$ cat src/rtl/gas_zone_ctrl.sv
// ---------------------------------------------------------------------------
// gas_zone_ctrl
// Multi-zone hazardous-gas supervisory controller. Each zone's gas and
// temperature sensors are debounced into a filtered hazard bit. A Moore FSM
// uses the filtered hazards, mains power, fan current and airflow to drive
// the ventilation, shut-off and alarm actuators.
//
// Ports:
//   clk, rst        clock, asynchronous active-high reset
//   gas_ok[N]       per-zone gas sensor, 1 = safe
//   temp_ok[N]      per-zone temperature sensor, 1 = safe
//   pwr_ok          mains present
//   fan_ok          fan current nominal
//   flow_ok         airflow nominal
//   rfid_ok         authorised reset badge present
//   fan, backup, valve, local_alarm, remote_alert, visual_alarm
//                   actuator drivers, decoded from the state alone
//   zone_mask[N]    zones that reported a filtered hazard since the last
//                   authorised reset
//   state[3]        current FSM state, for logging
// ---------------------------------------------------------------------------
module gas_zone_ctrl #(
    parameter int N_ZONES    = 4,
    parameter int DEBOUNCE   = 8,
    parameter int FAN_GRACE  = 16,
    parameter int ESC_CYCLES = 64
) (
    input  logic               clk,
    input  logic               rst,
    input  logic [N_ZONES-1:0] gas_ok,
    input  logic [N_ZONES-1:0] temp_ok,
    input  logic               pwr_ok,
    input  logic               fan_ok,
    input  logic               flow_ok,
    input  logic               rfid_ok,
    output logic               fan,
    output logic               backup,
    output logic               valve,
    output logic               local_alarm,
    output logic               remote_alert,
    output logic               visual_alarm,
    output logic [N_ZONES-1:0] zone_mask,
    output logic [2:0]         state
);

    localparam int CNT_W   = $clog2(DEBOUNCE + 1);
    localparam int GRACE_W = $clog2(FAN_GRACE + 1);
    localparam int ESC_W   = $clog2(ESC_CYCLES + 1);

    typedef enum logic [2:0] {
        STANDBY     = 3'b000,
        HAZARD      = 3'b001,
        FAULT_MIT   = 3'b010,
        WAIT_RESET  = 3'b011,
        FAILSAFE_PF = 3'b100,
        HAZARD_PF   = 3'b101
    } stateT;

    stateT stateQ, stateD;

    logic [CNT_W-1:0]   dbCnt [N_ZONES];
    logic [N_ZONES-1:0] raw, filt;
    logic [GRACE_W-1:0] graceCnt;
    logic [ESC_W-1:0]   escCnt;
    logic               escFlag;
    logic               haz, safe, pf, mf, graceExpired;
    logic               enterHazard, enterStandby, escCounting;
    logic [5:0]         outVec;

    assign raw          = ~gas_ok | ~temp_ok;
    assign haz          = |filt;
    assign safe         = ~haz;
    assign pf           = ~pwr_ok;
    assign mf           = ~fan_ok | ~flow_ok;
    assign graceExpired = (graceCnt == GRACE_W'(FAN_GRACE));

    // Per-zone debounce: filt follows raw only after DEBOUNCE consecutive
    // edges that all sample a level different from the current filt.
    always_ff @(posedge clk or posedge rst) begin
        if (rst) begin
            for (int i = 0; i < N_ZONES; i++) dbCnt[i] <= '0;
            filt <= '0;
        end else begin
            for (int i = 0; i < N_ZONES; i++) begin
                if (raw[i] == filt[i]) begin
                    dbCnt[i] <= '0;
                end else if (dbCnt[i] == CNT_W'(DEBOUNCE - 1)) begin
                    filt[i]  <= ~filt[i];
                    dbCnt[i] <= '0;
                end else begin
                    dbCnt[i] <= dbCnt[i] + CNT_W'(1);
                end
            end
        end
    end

    // Next-state logic; within each state the checks are in priority order.
    always_comb begin
        stateD = stateQ;
        case (stateQ)
            STANDBY: begin
                if (pf)       stateD = FAILSAFE_PF;
                else if (haz) stateD = HAZARD;
            end
            HAZARD: begin
                if (pf)                     stateD = HAZARD_PF;
                else if (mf & graceExpired) stateD = FAULT_MIT;
                else if (safe)              stateD = WAIT_RESET;
            end
            FAULT_MIT: begin
                if (pf)        stateD = HAZARD_PF;
                else if (safe) stateD = WAIT_RESET;
            end
            WAIT_RESET: begin
                if (pf)                  stateD = FAILSAFE_PF;
                else if (rfid_ok & safe) stateD = STANDBY;
                else if (haz)            stateD = HAZARD;
            end
            FAILSAFE_PF: begin
                if (pwr_ok) stateD = STANDBY;
            end
            HAZARD_PF: begin
                if (pwr_ok) stateD = HAZARD;
            end
            default: stateD = STANDBY;
        endcase
    end

    assign enterHazard  = (stateD == HAZARD)  && (stateQ != HAZARD);
    assign enterStandby = (stateD == STANDBY) && (stateQ != STANDBY);
    assign escCounting  = (stateQ == HAZARD) || (stateQ == FAULT_MIT) ||
                          (stateQ == HAZARD_PF);

    // State register.
    always_ff @(posedge clk or posedge rst) begin
        if (rst) stateQ <= STANDBY;
        else     stateQ <= stateD;
    end

    // Fan spin-up grace: restarts on every HAZARD entry (including the return
    // from HAZARD_PF) and saturates once the window has elapsed.
    always_ff @(posedge clk or posedge rst) begin
        if (rst)                    graceCnt <= '0;
        else if (enterHazard)       graceCnt <= '0;
        else if (!graceExpired)     graceCnt <= graceCnt + GRACE_W'(1);
    end

    // Escalation: counts hazard-class cycles, holds through WAIT_RESET and
    // power-fail, and only an arrival in STANDBY forgets the event.
    always_ff @(posedge clk or posedge rst) begin
        if (rst) begin
            escCnt  <= '0;
            escFlag <= 1'b0;
        end else if (enterStandby) begin
            escCnt  <= '0;
            escFlag <= 1'b0;
        end else if (escCounting) begin
            if (escCnt == ESC_W'(ESC_CYCLES - 1)) escFlag <= 1'b1;
            else                                  escCnt  <= escCnt + ESC_W'(1);
        end
    end

    // Zone-of-origin mask accumulates until the badge reset out of
    // WAIT_RESET; a power-fail excursion keeps it.
    always_ff @(posedge clk or posedge rst) begin
        if (rst)                                          zone_mask <= '0;
        else if ((stateQ == WAIT_RESET) && enterStandby)  zone_mask <= '0;
        else                                              zone_mask <= zone_mask | filt;
    end

    // Moore output decode: {fan, backup, valve, local, remote, visual}.
    always_comb begin
        outVec = 6'b000111;
        case (stateQ)
            STANDBY:     outVec = 6'b000000;
            HAZARD:      outVec = {4'b1011, escFlag, 1'b1};
            FAULT_MIT:   outVec = 6'b101111;
            WAIT_RESET:  outVec = {4'b0001, escFlag, 1'b1};
            FAILSAFE_PF: outVec = 6'b010000;
            HAZARD_PF:   outVec = 6'b111111;
            default:     outVec = 6'b000111;
        endcase
    end

    assign {fan, backup, valve, local_alarm, remote_alert, visual_alarm} = outVec;
    assign state = stateQ;

endmodule

$ cat config.mk
export PLATFORM = sky130hd
export DESIGN_NAME = gas_zone_ctrl
export DESIGN_NICKNAME = d
export VERILOG_FILES = /design/src/rtl/gas_zone_ctrl.sv
export SDC_FILE = /design/constraint.sdc
export NUM_CORES = 1
export LEC_CHECK = 0
export CORE_ASPECT_RATIO = 1.1
export CORE_MARGIN = 1
export CORE_UTILIZATION = 54
export DETAILED_ROUTE_END_ITERATION = 6
export PLACE_DENSITY = 0.9
export SETUP_SLACK_MARGIN = 0.05
export SYNTH_ARGS = -nofsm -noshare
export SYNTH_HDL_FRONTEND = slang
export SYNTH_SLANG_ARGS = --single-unit
$ cat constraint.sdc
create_clock -name clk -period 2.4 [get_ports clk]
set_input_delay 0.48 -clock clk [delete_from_list [all_inputs] [get_ports clk]]
set_output_delay 0.48 -clock clk [all_outputs]
set_load 0.005 [all_outputs]
* After elaboration in Yosys (flattened, before gate mapping)
Cells that the tools add are included.
** Storage, ports and cells
- Input port bits :: 14
- Logic and storage cells :: 102
- Bits in registers :: 40
- Output and inout port bits :: 13
** Operators by class
- Multiplexer cells :: 29
- Equal/unequal tests :: 19
- Add/sub/neg operators :: 6
- Bitwise operators :: 18
- Reductions and logical operators :: 17
** Operators with widths (count)
- $mux 4 :: 9
- $pmux 6 s6 :: 1
- $mux 3 :: 10
- $mux 7 :: 3
- $pmux 3 s6 :: 1
- $add 4x1->4 const B :: 4
- $eq 4x3->1 const B :: 4
- $reduce_and 2->1 :: 6
- $not 1->1 :: 11
- $mux 5 :: 2
- $not 4->4 :: 2
- $or 4x4->4 :: 2
- $add 7x1->7 const B :: 1
- $eq 7x6->1 const B :: 1
- $eq 3x1->1 const B :: 2
- $eq 3x2->1 const B :: 2
- $eq 3x3->1 const B :: 2
- $logic_not 3->1 :: 2
- $add 5x1->5 const B :: 1
- $eq 5x5->1 const B :: 1
- $eq 1x1->1 :: 4
- $reduce_bool 2->1 :: 2
- $reduce_or 4->1 :: 1
- $logic_and 1x1->1 :: 3
- other kinds (8) :: 12

* Longest topological paths before layout
Gate-level depths: netlist of run 1.
- Depth after elaboration :: 10
- Depth in mapped cells :: 7

* Worst setup path after synthesis of run 1
No wires, ideal clock.
- Path type :: register to register
- From :: reg graceCnt[0]
- To :: reg escCnt[5]
- Period minus slack after synthesis :: 1.720 ns
- Path slack :: 0.680 ns
- Setup time :: 0.140 ns
- Cell stages (with the launch flop) :: 7
- Arrival time :: 1.580 ns
- Cell sequence :: dfrtp_1 -> inv_1 -> ha_1 -> and4bb_4 -> a221oi_1 -> o221a_2 -> a22oi_1
** On the way
- Word-level cells in the longest chain between the ends :: 9
** Ends and longest elaborated chain
- start: declaration :: RTL line 63 : logic [GRACE_W-1:0] graceCnt;
- start signal: assignment :: RTL line 145 : else if (!graceExpired) graceCnt <= graceCnt + GRACE_W'(1);
- $eq 5x5->1 (*) :: RTL line 75 : assign graceExpired = (graceCnt == GRACE_W'(FAN_GRACE));
- $and 1x1->1 (*) :: RTL line 107 : else if (mf & graceExpired) stateD = FAULT_MIT;
- $mux 3 (*) :: RTL line 107
- $mux 3 (*) :: RTL line 106 : if (pf) stateD = HAZARD_PF;
- $pmux 3 s6 (*) :: RTL line 100 : case (stateQ)
- $logic_not 3->1 (*) :: RTL line 130 : assign enterStandby = (stateD == STANDBY) && (stateQ != STANDBY);
- $logic_and 1x1->1 (*) :: RTL line 130
- $ne 2x2->1 (no line) or $reduce_bool 2->1 (tied branches)
- $reduce_and 2->1 (no line)
- end signal: assignment :: RTL line 159 : else escCnt <= escCnt + ESC_W'(1);
- end: declaration :: RTL line 64 : logic [ESC_W-1:0] escCnt;
Every way passes the cells marked *; elsewhere a longest branch is shown, timed or not.
A chain may end at the register's enable or synchronous reset.

* Worst setup path after layout of run 1
- From :: reg stateQ[0], in the netlist state[0]
- To :: out fan
** On the way
- Word-level cells in the longest chain between the ends :: 2
** Ends and longest elaborated chain
- start: declaration :: RTL line 59 : stateT stateQ, stateD;
- start signal: assignment :: RTL line 137 : else stateQ <= stateD;
- $eq 3x3->1, or another cell as far along :: RTL line 174 : case (stateQ)
- $pmux 6 s6 (*) :: RTL line 174
- end: declaration :: RTL line 36 : output logic fan,
Marks and branches as above.

==> run_results.csv, run 1 <==
group,metric,value,unit
synth,yosysUniqueCellTypes,46,
finish,syn2layout_area_growth,19.1,%
place,placed_cell_area,0.00236,mm2
synth,syn_area,0.00206,mm2
finish,diodes,0,
finish,drive_gt1_frac,0.135,
synth,yosys_register_bits,40,
critical_path,reg2reg_slack,440,ps
drt,met2WireLength,1.90,mm
critical_path,crit-reg2reg-launch,"graceCnt[0]$_DFFE_PP0P_",
critical_path,crit_path_end_kind,"output port",
critical_path,cp.required,1920,ps
critical_path,path_class,"reg -> out",
critical_path,cpPeakStageDelay,510,ps
timing,rsz0062_at_grt,"false",
synth,syn-num-nets,219,
timing,maxSlewHeadroom,0.668,
synth,ys_seq_area_frac,0.486,
die,initial_core_util,0.563,
drt,m1WireLength,1.70,mm
critical_path,r2r-end,"escCnt[5]$_DFFE_PP0P_",
finish,fin_util,0.671,
min_path,hold_path_end,"dbCnt[0]$_DFF_PP0_",
pwr,p_int,1.30,mW
clock_tree,insertion_delay,290,ps
die,die_width,60.9,um
global_routing,overflow,0,
drt,drc,0,
critical_path,cp.buffers_inverters,1,
drt,dr_wl_met3,144,um
place,gp_congestion,0.789,
finish,postLayoutCellArea,0.00245,mm2
timing,setup_viol,0,
outcome,status,"completed",
global_routing,grt_start_max_net_pins,41,
timing,worst_pin_slew,498,ps
run,cap_violations,0,
pwr,swShare,0.326,
critical_path,r2r_cells,6,
timing,max_freq,0.451,GHz
drt,drt_iter0_markers,60,
pwr,p_clk_frac,0.241,
die,core,0.00365,mm2
drt,wl,3.80,mm
critical_path,crit_arrival,1740,ps
clock_tree,cts_buffers,5,
clock_tree,clk_pin_slew,70,ps
critical_path,path_cells,"nor2b_1 > or2_4 > clkdlybuf4s50_1",
drt,routed.top_layer,"met4",
synth,ys.flop_type,"dfrtp_1",
synth,synth_cells,198,
pwr,p_per_area,789,mW/mm2
drt,vias_per_cell,5.52,
global_routing,antenna_found_initial,0,
place,io_buffers,26,
critical_path,cp.depth,3,
synth,netlist_top_cells_area,"dfrtp_1 49%, nor2_1 5.1%, ha_1 4.3%",
synth,synth_area_leader_cell,"dfrtp_1",
critical_path,worstSetupStartpointType,"flop",
timing,fin_crit,2220,ps
drt,firstDrtPassIters,4,
synth,yosys_warnings,0,
finish,num-nets-final,250,
die,rows,23,
global_routing,grt_pass1_wl,6.32,mm
timing,finClkSkew,5.70,ps
clock_tree,cts_htree_levels,2,
pwr,seqPwrFrac,0.468,
critical_path,startpoint,"state[0]$_DFF_PP0_",
clock_tree,root_buffer,"clkbuf_8",
synth,async_flop_share,1.00,
critical_path,path_delay_family,"flip-flops",
pwr,combPwrFrac,0.292,
timing,period_share,0.925,
clock_tree,hold_buffers,0,
drt,vias,1546,
pwr,ir_worst_vdd,0.000577,V
timing,drv_slew,0,
timing,tns,0,ps
drt,wl_per_cell,13.6,um
clock_tree,clk_path_buf_depth,2,
place,dpl.hpwl,2.70,mm
min_path,whs_path_depth,1,
die,io_pins,27,
die,die_y,66.8,um
pwr,p_switching,630,uW
synth,synth_top_area_share,0.486,
drt,ant_nets,0,
critical_path,worst_path_max_delay_cell,"dfrtp_2",
synth,synth_edf_count,0,
global_routing,grt_pass1_vias,1434,
synth,synth_area_per_cell,10.4,um2
min_path,min-delay-start,"dbCnt[0]$_DFF_PP0_",
clock_tree,cts_tree,"built",
critical_path,cp_max_fo,12,
die,dieArea,0.00406,mm2
global_routing,track_usage,0.215,
pwr,p_leak,1.01,nW
timing,hold_viol,0,
clock_tree,cts_sinks,40,
min_path,hp-class,"reg -> reg",
==> what timing repair did <==
item | 4_1_cts | 5_1_grt
hold endpoints to repair | 0 | 0
buffers inserted | 0 | 0
resized for setup | 1 | 0
endpoints found under the setup margin | 2 | 0
==> cells in the final DEF (no fill, tap or decap), drive strengths merged, types with 4 or more instances in the layout <==
cell type	count
xor2	4
nor3	7
ha	7
a22oi	4
clkdlybuf4s50	26
xnor2	10
buf	4
a31oi	4
nand2	11
o21ai	4
dfrtp	40
nand3	12
nor2	28
clkbuf	8
a21oi	17
inv	13
==> logic make-up after synthesis <==
family | count (synthesis) | share of synthesized area
buffers and inverters | 19 | 0.0480
AOI/OAI and AO/OA | 40 | 0.158
xor gates and xnor gates | 14 | 0.0596
muxes | 3 | 0.0152
DFF | 40 | 0.486
and+or+nand+nor | 75 | 0.190
adders and majority gates | 7 | 0.0426
==> cells in the mapped netlist, types with 2 or more instances <==
| cell type | n |
|---|---|
| dfrtp_1 | 40 |
| a22oi_2 | 3 |
| xor2_1 | 4 |
| nor3_1 | 7 |
| a31oi_1 | 4 |
| ha_1 | 7 |
| nand2b_1 | 2 |
| buf_4 | 3 |
| nor2_1 | 28 |
| or3_1 | 3 |
| inv_1 | 12 |
| nand3b_1 | 2 |
| nand3_1 | 11 |
| xnor2_1 | 10 |
| nand2_1 | 11 |
| mux2i_1 | 2 |
| a21oi_1 | 14 |
| a21oi_2 | 3 |
| o21ai_0 | 4 |
| buf_6 | 2 |
==> state kept, by name, summed over array words and instances, names as in the netlist <==
signal / cells
escCnt: 7
filt: 4
state: 3
escFlag: 1
zone_mask: 4
graceCnt: 5
dbCnt: 16
==> area by class of cell <==
class | instances | area [um2]
fillers | 283 | 1200
well taps | 50 | 62.6
multi-input cells | 139 | 958
flip-flops and latches | 40 | 1000
inverters | 13 | 48.8
clock buffers | 8 | 90.1
repair buffers | 30 | 290
==> worst max-delay path by stage <==
stage / to / slack [ps]
6_report: fan / 180
5_1_grt: valve / 70
3_3_place_gp: escCnt[5]$_DFFE_PP0P_ / 330
3_5_place_dp: escCnt[5]$_DFFE_PP0P_ / 320
4_1_cts: fan / 160
2_1_floorplan: escCnt[5]$_DFFE_PP0P_ / 680
==> worst reg2reg max path, delay by kind of cell, from the launching register on <==
kind / cells / cell delay (ps)
compound gates: 3 / 940
fa+ha+maj: 1 / 210
simple gates: 1 / 230
buf+inv: 1 / 80
flops: 1 / 380
==> power groups by stage <==
stage	clock network, mW	logic [mW]	registers, mW
after detailed placement	0	0.565	0.915
after CTS	0.467	0.570	0.904
after global routing	0.502	0.627	0.922
after floorplan	0	0.438	0.871
final	0.466	0.564	0.904
after global placement	0	0.541	0.903
==> metrics by stage <==
| step | power, mW | cells | hold WS [ps] | setup slack (ps) |
|---|---|---|---|---|
| floorplan | 1.31 | 198 | 439 | 680 |
| global placement | 1.44 | 272 | 459 | 333 |
| detailed placement | 1.48 | 272 | 463 | 317 |
| CTS | 1.94 | 280 | 473 | 162 |
| global route | 2.05 | 280 | 497 | 74.8 |
| finish | 1.93 | 280 | 470 | 181 |
==> routing by layer <==
layer,vias to the layer above,track usage
li1,750,-
met1,753,0.281
met2,38,0.334
met3,5,0.0621
met4,0,0.0852
met5,-,0
(Power assumes the default switching activity.)
==> run 2, diff against run 1 <==
HOLD_SLACK_MARGIN = 0.08   (was default)
==> results of run 2 <==
The final DEF is identical to that of run 1; final timing and power are the same.
==> run 3, diff against run 2 <==
clock period = 2.1 ns   (was 2.4 ns; I/O delays follow)
==> run 3 against run 2 <==
Compared with the run above:
- power up 13%
- non-clock buffer count grew 7
- die area did not move
- cell count increased by 2.1%
- clock skew grew 2.6 ps
- critical endpoint is now local_alarm
- largest power group unchanged
==> run_results.csv, run 3 (synthesis results as in run 1) <==
group,metric,value,unit
global_routing,antenna_found_initial,0,
timing,hold_ws,471,ps
finish,multi_input_area,961,um2
clock_tree,cts_htree_levels,2,
global_routing,grt_start_max_net_pins,41,
drt,wl_per_cell,13.5,um
critical_path,cp_max_fo,9,
die,io_pins,27,
finish,final_cells,286,
critical_path,path_class,"reg -> out",
critical_path,cpPeakStageDelay,450,ps
clock_tree,insertion_delay,300,ps
clock_tree,cts_sinks,40,
die,rows,23,
finish,num-nets-final,257,
clock_tree,root_buffer,"clkbuf_8",
timing,tns,0,ps
finish,top_regs,"dbCnt (16), escCnt (7), graceCnt (5)",
critical_path,cp.required,1680,ps
finish,drive_gt1_frac,0.169,
finish,nFillCells,291,
die,core,0.00365,mm2
timing,rsz0062_at_grt,"false",
clock_tree,cts_tree,"built",
die,die_y,66.8,um
min_path,whs_path_depth,1,
finish,largest_reg_flops,16,
pwr,p_leak,1.05,nW
drt,firstDrtPassIters,4,
place,placed_cell_area,0.00238,mm2
outcome,status,"completed",
run,cap_violations,0,
pwr,ir_worst_vdd,0.000459,V
timing,drv_slew,0,
critical_path,cp.depth,4,
timing,finClkSkew,8.34,ps
place,dpl.hpwl,2.77,mm
critical_path,crit_path_end_kind,"output port",
timing,setup_viol,0,
clock_tree,clk_path_buf_depth,2,
timing,worst_pin_slew,488,ps
drt,vias,1538,
clock_tree,hold_buffers,0,
min_path,hp-class,"reg -> reg",
pwr,finalPower,2.18,mW
finish,layout_commonest_cell,"dfrtp_1",
die,dieArea,0.00406,mm2
clock_tree,cts_buffers,5,
drt,drt_iter0_markers,59,
timing,maxSlewHeadroom,0.674,
place,post-place-cells,274,
finish,final_cell_mix,"38 x dfrtp_1, 27 x nor2_1, 23 x clkdlybuf4s50_1, 14 x a21oi_1, 12 x inv_1",
finish,ff_latch_area,0.00100,mm2
drt,ant_nets,0,
pwr,p_per_area,868,mW/mm2
place,io_buffers,26,
global_routing,track_usage,0.225,
global_routing,overflow,0,
place,gp_congestion,0.756,
finish,postLayoutCellArea,0.00251,mm2
finish,syn2layout_area_growth,21.8,%
critical_path,cp.buffers_inverters,3,
finish,regMostFlops,"dbCnt",
critical_path,crit_arrival,1570,ps
timing,period_share,0.946,
global_routing,grt_pass1_vias,1507,
critical_path,worstSetupStartpointType,"flop",
critical_path,worst_path_max_delay_cell,"dfrtp_2",
timing,hold_viol,0,
critical_path,r2r_cells,6,
drt,vias_per_cell,5.38,
critical_path,path_delay_family,"buffers and inverters",
timing,fin_crit,1990,ps
global_routing,grt_pass1_wl,6.58,mm
drt,drc,0,
drt,wl,3.87,mm
die,initial_core_util,0.563,
critical_path,path_cells,"buf_6 > nor2_2 > inv_1 > clkdlybuf4s50_1",
clock_tree,clk_pin_slew,70,ps
timing,max_freq,0.504,GHz
die,die_width,60.9,um
finish,diodes,0,
## run 3: cell types whose count changed in the layout (fill, tap and decap cells not counted), sizes merged
cell,before,now
buf,4,11
clkbuf,8,6
clkdlybuf4s50,26,23
clkinv,0,1
dlygate4sd2,0,1
dlymetal6s2s,0,2
## run 3: worst reg2reg max path: stages (launching register included)
cell	delay, ps
dfrtp_1	370
inv_1	80
ha_1	220
and4bb_4	240
a221oi_1	330
o221a_2	430
a22oi_1	130
## run 3: repair_timing
| action | in CTS | in global routing |
|---|---|---|
| endpoints found under the setup margin | 5 | 4 |
| resized for setup | 6 | 2 |
| endpoints found under the hold margin | 0 | 0 |
| pin swaps | 1 | 1 |
| setup buffers | 4 | 1 |
## run 3: report_power, final
part,switching (mW),total (mW),internal (mW)
clock network,0.252,0.478,0.226
registers,0.119,1.02,0.897
logic,0.344,0.681,0.337
total,0.716,2.18,1.46
## run 3: stage by stage
step	setup slack, ps	util
2_1_floorplan	380	-
3_3_place_gp	149	0.650
3_5_place_dp	82.1	0.650
4_1_cts	68.6	0.683
5_1_grt	62.8	0.686
6_report	114	0.686
## run 3: layout make-up
| type | count | area share |
|---|---|---|
| flip-flops and latches | 40 | 0.400 |
| multi-input cells | 139 | 0.383 |
| clock inverters | 1 | 0.00200 |
| well taps | 50 | 0.0250 |
| clock buffers | 6 | 0.0289 |
| repair buffers | 37 | 0.141 |
| inverters | 13 | 0.0195 |
## run 3: worst paths after layout
| kind | slack [ps] | startpoint | to |
|---|---|---|---|
| max | 110 | state[0]$_DFF_PP0_ | local_alarm |
| min | 470 | dbCnt[4]$_DFF_PP0_ | dbCnt[4]$_DFF_PP0_ |
| max reg2reg | 180 | graceCnt[0]$_DFFE_PP0P_ | escCnt[5]$_DFFE_PP0P_ |
| min reg2reg | 470 | dbCnt[4]$_DFF_PP0_ | dbCnt[4]$_DFF_PP0_ |
| max in group asynchronous | 1180 | rst | state[0]$_DFF_PP0_ |
| min in group asynchronous | 540 | rst | dbCnt[2]$_DFF_PP0_ |
## run 3: per-layer routing
metal	GRT usage	vias up	part of all wire
met4	0.0739	0	0.014
met1	0.289	731	0.45
met3	0.0641	5	0.033
met2	0.364	29	0.50
met5	0	-	0
li1	-	773	-
